<file path="src/rtl/sec_timer.sv">
// BCD minutes:seconds stopwatch / countdown timer.
// Advances one second per tick pulse, counting up to MAX_MIN:59 or down to 00:00.
// Every output is registered, so any effect shows on the cycle after its inputs are sampled.
module sec_timer #(
    parameter int unsigned MAX_MIN = 59
) (
    input  logic       clk,
    input  logic       reset,
    input  logic       tick,
    input  logic       start,
    input  logic       stop,
    input  logic       clear,
    input  logic       count_down,
    input  logic       load,
    input  logic [7:0] preset_min,
    input  logic [7:0] preset_sec,
    output logic [7:0] min_bcd,
    output logic [7:0] sec_bcd,
    output logic       running,
    output logic       done,
    output logic [1:0] state
);

    typedef enum logic [1:0] {
        StIdle  = 2'b00,
        StRun   = 2'b01,
        StPause = 2'b10,
        StDone  = 2'b11
    } state_e;

    localparam logic [3:0] MaxMinTens  = 4'(MAX_MIN / 10);
    localparam logic [3:0] MaxMinUnits = 4'(MAX_MIN % 10);
    localparam logic [7:0] MaxMinBcd   = {MaxMinTens, MaxMinUnits};

    state_e     state_q, state_d;
    logic       mode_q, mode_d;          // 1 = counting down
    logic [7:0] min_q, min_d;
    logic [7:0] sec_q, sec_d;
    logic       done_q, done_d;
    logic       running_q, running_d;

    logic [7:0] min_inc, sec_inc;
    logic [7:0] min_dec, sec_dec;
    logic       at_ceiling, at_zero;
    logic       inc_at_ceiling, dec_at_zero;
    logic       preset_ok;

    // BCD increment chain: sec units -> sec tens -> min units -> min tens
    always_comb begin
        sec_inc = sec_q;
        min_inc = min_q;
        if (sec_q[3:0] == 4'd9) begin
            sec_inc[3:0] = 4'd0;
            if (sec_q[7:4] == 4'd5) begin
                sec_inc[7:4] = 4'd0;
                if (min_q[3:0] == 4'd9) begin
                    min_inc[3:0] = 4'd0;
                    min_inc[7:4] = min_q[7:4] + 4'd1;
                end else begin
                    min_inc[3:0] = min_q[3:0] + 4'd1;
                end
            end else begin
                sec_inc[7:4] = sec_q[7:4] + 4'd1;
            end
        end else begin
            sec_inc[3:0] = sec_q[3:0] + 4'd1;
        end
    end

    // BCD decrement chain, mirror of the increment with borrows
    always_comb begin
        sec_dec = sec_q;
        min_dec = min_q;
        if (sec_q[3:0] == 4'd0) begin
            sec_dec[3:0] = 4'd9;
            if (sec_q[7:4] == 4'd0) begin
                sec_dec[7:4] = 4'd5;
                if (min_q[3:0] == 4'd0) begin
                    min_dec[3:0] = 4'd9;
                    min_dec[7:4] = min_q[7:4] - 4'd1;
                end else begin
                    min_dec[3:0] = min_q[3:0] - 4'd1;
                end
            end else begin
                sec_dec[7:4] = sec_q[7:4] - 4'd1;
            end
        end else begin
            sec_dec[3:0] = sec_q[3:0] - 4'd1;
        end
    end

    // End-value detection and preset validation
    always_comb begin
        at_ceiling     = (min_q == MaxMinBcd) && (sec_q == 8'h59);
        at_zero        = (min_q == 8'h00) && (sec_q == 8'h00);
        inc_at_ceiling = (min_inc == MaxMinBcd) && (sec_inc == 8'h59);
        dec_at_zero    = (min_dec == 8'h00) && (sec_dec == 8'h00);
        // With all digits legal, BCD byte order equals numeric order
        preset_ok      = (preset_min[7:4] <= 4'd9) && (preset_min[3:0] <= 4'd9) &&
                         (preset_sec[7:4] <= 4'd5) && (preset_sec[3:0] <= 4'd9) &&
                         (preset_min <= MaxMinBcd);
    end

    // Next-state logic; priority clear > load > stop > start > tick
    always_comb begin
        state_d = state_q;
        mode_d  = mode_q;
        min_d   = min_q;
        sec_d   = sec_q;
        done_d  = 1'b0;

        if (clear) begin
            state_d = StIdle;
            mode_d  = 1'b0;
            min_d   = 8'h00;
            sec_d   = 8'h00;
        end else if (load && (state_q == StIdle || state_q == StDone)) begin
            // A rejected load still consumes the cycle
            if (preset_ok) begin
                state_d = StIdle;
                min_d   = preset_min;
                sec_d   = preset_sec;
            end
        end else begin
            unique case (state_q)
                StIdle: begin
                    if (start) begin
                        mode_d = count_down;
                        if (count_down && at_zero) begin
                            state_d = StDone;
                            done_d  = 1'b1;
                        end else begin
                            state_d = StRun;
                        end
                    end
                end
                StRun: begin
                    if (stop) begin
                        state_d = StPause;
                    end else if (tick) begin
                        if (!mode_q) begin
                            if (at_ceiling) begin
                                state_d = StDone;
                                done_d  = 1'b1;
                            end else begin
                                min_d = min_inc;
                                sec_d = sec_inc;
                                if (inc_at_ceiling) begin
                                    state_d = StDone;
                                    done_d  = 1'b1;
                                end
                            end
                        end else begin
                            if (at_zero) begin
                                state_d = StDone;
                                done_d  = 1'b1;
                            end else begin
                                min_d = min_dec;
                                sec_d = sec_dec;
                                if (dec_at_zero) begin
                                    state_d = StDone;
                                    done_d  = 1'b1;
                                end
                            end
                        end
                    end
                end
                StPause: begin
                    if (start) begin
                        state_d = StRun;
                    end
                end
                StDone: begin
                end
                default: begin
                end
            endcase
        end

        running_d = (state_d == StRun);
    end

    // State and output registers
    always_ff @(posedge clk or posedge reset) begin
        if (reset) begin
            state_q   <= StIdle;
            mode_q    <= 1'b0;
            min_q     <= 8'h00;
            sec_q     <= 8'h00;
            done_q    <= 1'b0;
            running_q <= 1'b0;
        end else begin
            state_q   <= state_d;
            mode_q    <= mode_d;
            min_q     <= min_d;
            sec_q     <= sec_d;
            done_q    <= done_d;
            running_q <= running_d;
        end
    end

    assign min_bcd = min_q;
    assign sec_bcd = sec_q;
    assign running = running_q;
    assign done    = done_q;
    assign state   = state_q;

endmodule

</file>
<file path="config.mk">
export PLATFORM = sky130hd
export DESIGN_NAME = sec_timer
export DESIGN_NICKNAME = d
export VERILOG_FILES = /design/src/rtl/sec_timer.sv
export SDC_FILE = /design/constraint.sdc
export NUM_CORES = 1
export LEC_CHECK = 0
export ABC_AREA = 1
export CAP_MARGIN = 20
export CELL_PAD_IN_SITES_DETAIL_PLACEMENT = 0
export CELL_PAD_IN_SITES_GLOBAL_PLACEMENT = 2
export CORE_MARGIN = 2
export CORE_UTILIZATION = 27
export DETAILED_ROUTE_END_ITERATION = 12
export GPL_TIMING_DRIVEN = 0
export PLACE_DENSITY = 0.82
export RECOVER_POWER = 50
export SETUP_SLACK_MARGIN = 0.1
export SYNTH_ARGS = -nofsm -noshare
export SYNTH_HDL_FRONTEND = slang
export SYNTH_SLANG_ARGS = --single-unit
</file>
<file path="constraint.sdc">
create_clock -name clk -period 2.19 [get_ports clk]
set_input_delay 0.657 -clock clk [delete_from_list [all_inputs] [get_ports clk]]
set_output_delay 0.657 -clock clk [all_outputs]
set_load 0.03 [all_outputs]
</file>
==> flow_summary.ini <==
[logic_synthesis]
synth_nets = 392
synthesized_area_mm2 = 0.00219
syn-mean-instance-area_um2 = 6.08
yosys_register_bits = 21
synth_enable_flop_cells = 0
synth-warning-count = 0
synth_cell_type_count = 36
main_flop_type_after_synthesis = sky130_fd_sc_hd__dfrtp_1
synth_async_sr_flop_share_pct = 100
syn-instance-count = 360
part_of_the_yosys_area_used_for_sequential_elements_pct = 24.0

[sta]
timing.slew.headroom_pct = 27.6
timing.final.crit_share_pct = 97.0
grt_setup_unrepaired = true
fmaxAchievable_mhz = 471
setup_total_negative_slack_ns = 0
worst_hold_slack_ns = 0.567
drv_slew = 0
report.final.setup_viol = 0
fin_skew_ns = 0.00922
worst_pin_slew_ns = 1.08
postLayoutSetupSlackWorst_ns = 0.0662
timing.final.hold_violations = 0
min_period_ns = 2.12

[setup_path]
r2r-end = running
critPathArrivalTime_ns = 2.30
critical_path.endpoint = running
critPathCaptureType = flip-flop
worst_setup_path_startpoint = sec_bcd[1]
critical_path.startpoint_type = flip-flop
r2r.worst_path.cells = 14
worst-endpoint-required_ns = 2.37
crit_path_max_fanout = 8
worst_r2r_startpoint = sec_bcd[1]
worst-r2r-setup-slack_ns = 0.07
setup.worst_path.class = flip-flop to flip-flop

[power]
cellLeakagePower_uw = 0.00168
fin_total_pwr_uw = 3550
power.density_mw_per_mm2 = 1020
irDropWorstVdd_uv = 342

[job]
cap_violations = 0

[clock_tree]
cts_buffers = 3
htree_levels = 1
cts_max_path_buffers = 2
clock-root-buffer = sky130_fd_sc_hd__clkbuf_8
cts.hold.buffers_added = 0
worstSkewPairLatency_ns = 0.28
worst_setup_hold_path_clk_slew_ns = 0.10
cts_tree = done
tritoncts_num_sinks = 21

[drt]
drc = 0
drt_iter0_markers = 160
avgViaCountPerCell = 5.06
drt_pre_antenna_iters = 5
routed_wirelength_mm = 8.51
final_antenna_net_count = 0
drt-wirelength-per-cell_um = 15.4
routed-via-count = 2804

[min_path]
timing.hold.worst.class = flip-flop to flip-flop

[cells_and_area]
final_util_pct = 44.5
layout_commonest_cell = sky130_fd_sc_hd__nand2_1
antenna_cells = 0
fin_nets = 485
drive_gt1_share_pct = 33.0
areaGrowthSynthToFinish_pct = 58.8
layout_common_cells = 84 x sky130_fd_sc_hd__nand2_1, 33 x sky130_fd_sc_hd__buf_4, 31 x sky130_fd_sc_hd__inv_1

[global_routing]
grt_util_all_layers_pct = 19.0
grt-ovfl-total = 0
antenna_found_initial = 0
grt_pass1_wl_mm = 13.1
grt_pass1_vias = 2544
pin_count_of_the_biggest_net_entering_global_routing = 22

[floorplan]
die-width_um = 94.0
die_area_mm2 = 0.00884
fp.dieH_um = 94.0
coreArea_mm2 = 0.00781
placementRows = 32
initial_utilization_pct = 28.0
design.portCount = 44

[placed_design]
place_worst_setup_slack_ns = -0.634
routabilityCongestion = 0.897
placement.io_buffers = 43
hpwlAfterDp_mm = 5.88

[status]
run_status = complete, no violations
==> registers in the layout, indices dropped and copies added, names as in the netlist <==
| register | count |
|---|---|
| done | 1 |
| min_bcd | 8 |
| mode_q | 1 |
| running | 1 |
| sec_bcd | 8 |
| state | 2 |
==> worst min path at each step <==
stage,from,to,slack (ns),depth (start not counted)
floorplan,reset,done,0.63,1
global placement,min_bcd[2],min_bcd[2],0.57,2
detailed placement,min_bcd[2],min_bcd[2],0.57,2
CTS,min_bcd[2],min_bcd[2],0.60,2
global route,state[1],state[1],0.59,2
finish,state[1],state[1],0.57,2
==> power by group <==
| part | leakage, uW | internal [uW] | switching, uW |
|---|---|---|---|
| Clock | 0.0000255 | 128 | 159 |
| Sequential | 0.000259 | 513 | 193 |
| Combinational | 0.00139 | 1030 | 1530 |
==> repair_timing <==
action                                  CTS  global route
resized for setup                        52            98
buffers inserted                          9            32
gates cloned                              2             2
pin swaps                                10            37
endpoints found under the setup margin   29            25
==> Yosys cell counts, types with 5 or more instances <==
cell type	instances	share of area, %
sky130_fd_sc_hd__nand2_1	95	16
sky130_fd_sc_hd__inv_1	48	8.2
sky130_fd_sc_hd__nor2_1	40	6.9
sky130_fd_sc_hd__nand3_1	32	7.3
sky130_fd_sc_hd__o21ai_0	24	5.5
sky130_fd_sc_hd__dfrtp_1	21	24
sky130_fd_sc_hd__a21oi_1	18	4.1
sky130_fd_sc_hd__nand4_1	9	2.6
sky130_fd_sc_hd__ha_1	8	4.6
sky130_fd_sc_hd__nor3_1	6	1.4
sky130_fd_sc_hd__a31oi_1	5	1.4
sky130_fd_sc_hd__clkbuf_1	5	0.86
==> layout make-up <==
cell class / count / area (um^2)
fill: 832 / 4330
buffer: 12 / 97.6
timing repair buffer: 88 / 810
sequential: 21 / 539
tap: 102 / 128
clock buffer: 3 / 41.3
multi-input combinational: 275 / 1630
inverter: 52 / 224
clock inverter: 1 / 5.00
==> critical path, cell delays in order (launching register included) <==
cell and delay [ns]:
sky130_fd_sc_hd__dfrtp_2 0.47, sky130_fd_sc_hd__inv_2 0.08, sky130_fd_sc_hd__nand2_2 0.06, sky130_fd_sc_hd__nor2_4 0.12, sky130_fd_sc_hd__buf_12 0.14, sky130_fd_sc_hd__buf_6 0.13, sky130_fd_sc_hd__nand4_1 0.10, sky130_fd_sc_hd__xor2_1 0.22
sky130_fd_sc_hd__nor2_1 0.07, sky130_fd_sc_hd__nand3_1 0.11, sky130_fd_sc_hd__nand2_1 0.09, sky130_fd_sc_hd__nand3_1 0.11, sky130_fd_sc_hd__nand2_1 0.09, sky130_fd_sc_hd__a21oi_2 0.16, sky130_fd_sc_hd__nor2_2 0.06
==> routing by layer <==
metal  GRT usage (%)  wire (um)
met1            27.2       3850
met2            30.4       3970
met3            1.52        472
met4            5.92        225
met5               0          0
==> stage by stage <==
stage / area, um^2 / cells
6_report: 3470 / 554
5_1_grt: 3470 / 554
4_1_cts: 3000 / 520
3_5_place_dp: 2760 / 505
3_3_place_gp: 2760 / 505
2_1_floorplan: 2200 / 360
==> cell families (layout without fill, tap and decap cells) <==
group           after synthesis  count (layout)  share of synthesized area [%]
flops                        21              21                           24.0
compound gates               71              71                           19.4
buf+inv                      64             156                           12.1
fa+ha+maj                     8               8                           4.57
xor+xnor                      2               2                          0.801
simple gates                194             194                           39.1
No activity file was read; power rests on OpenSTA's default activity.
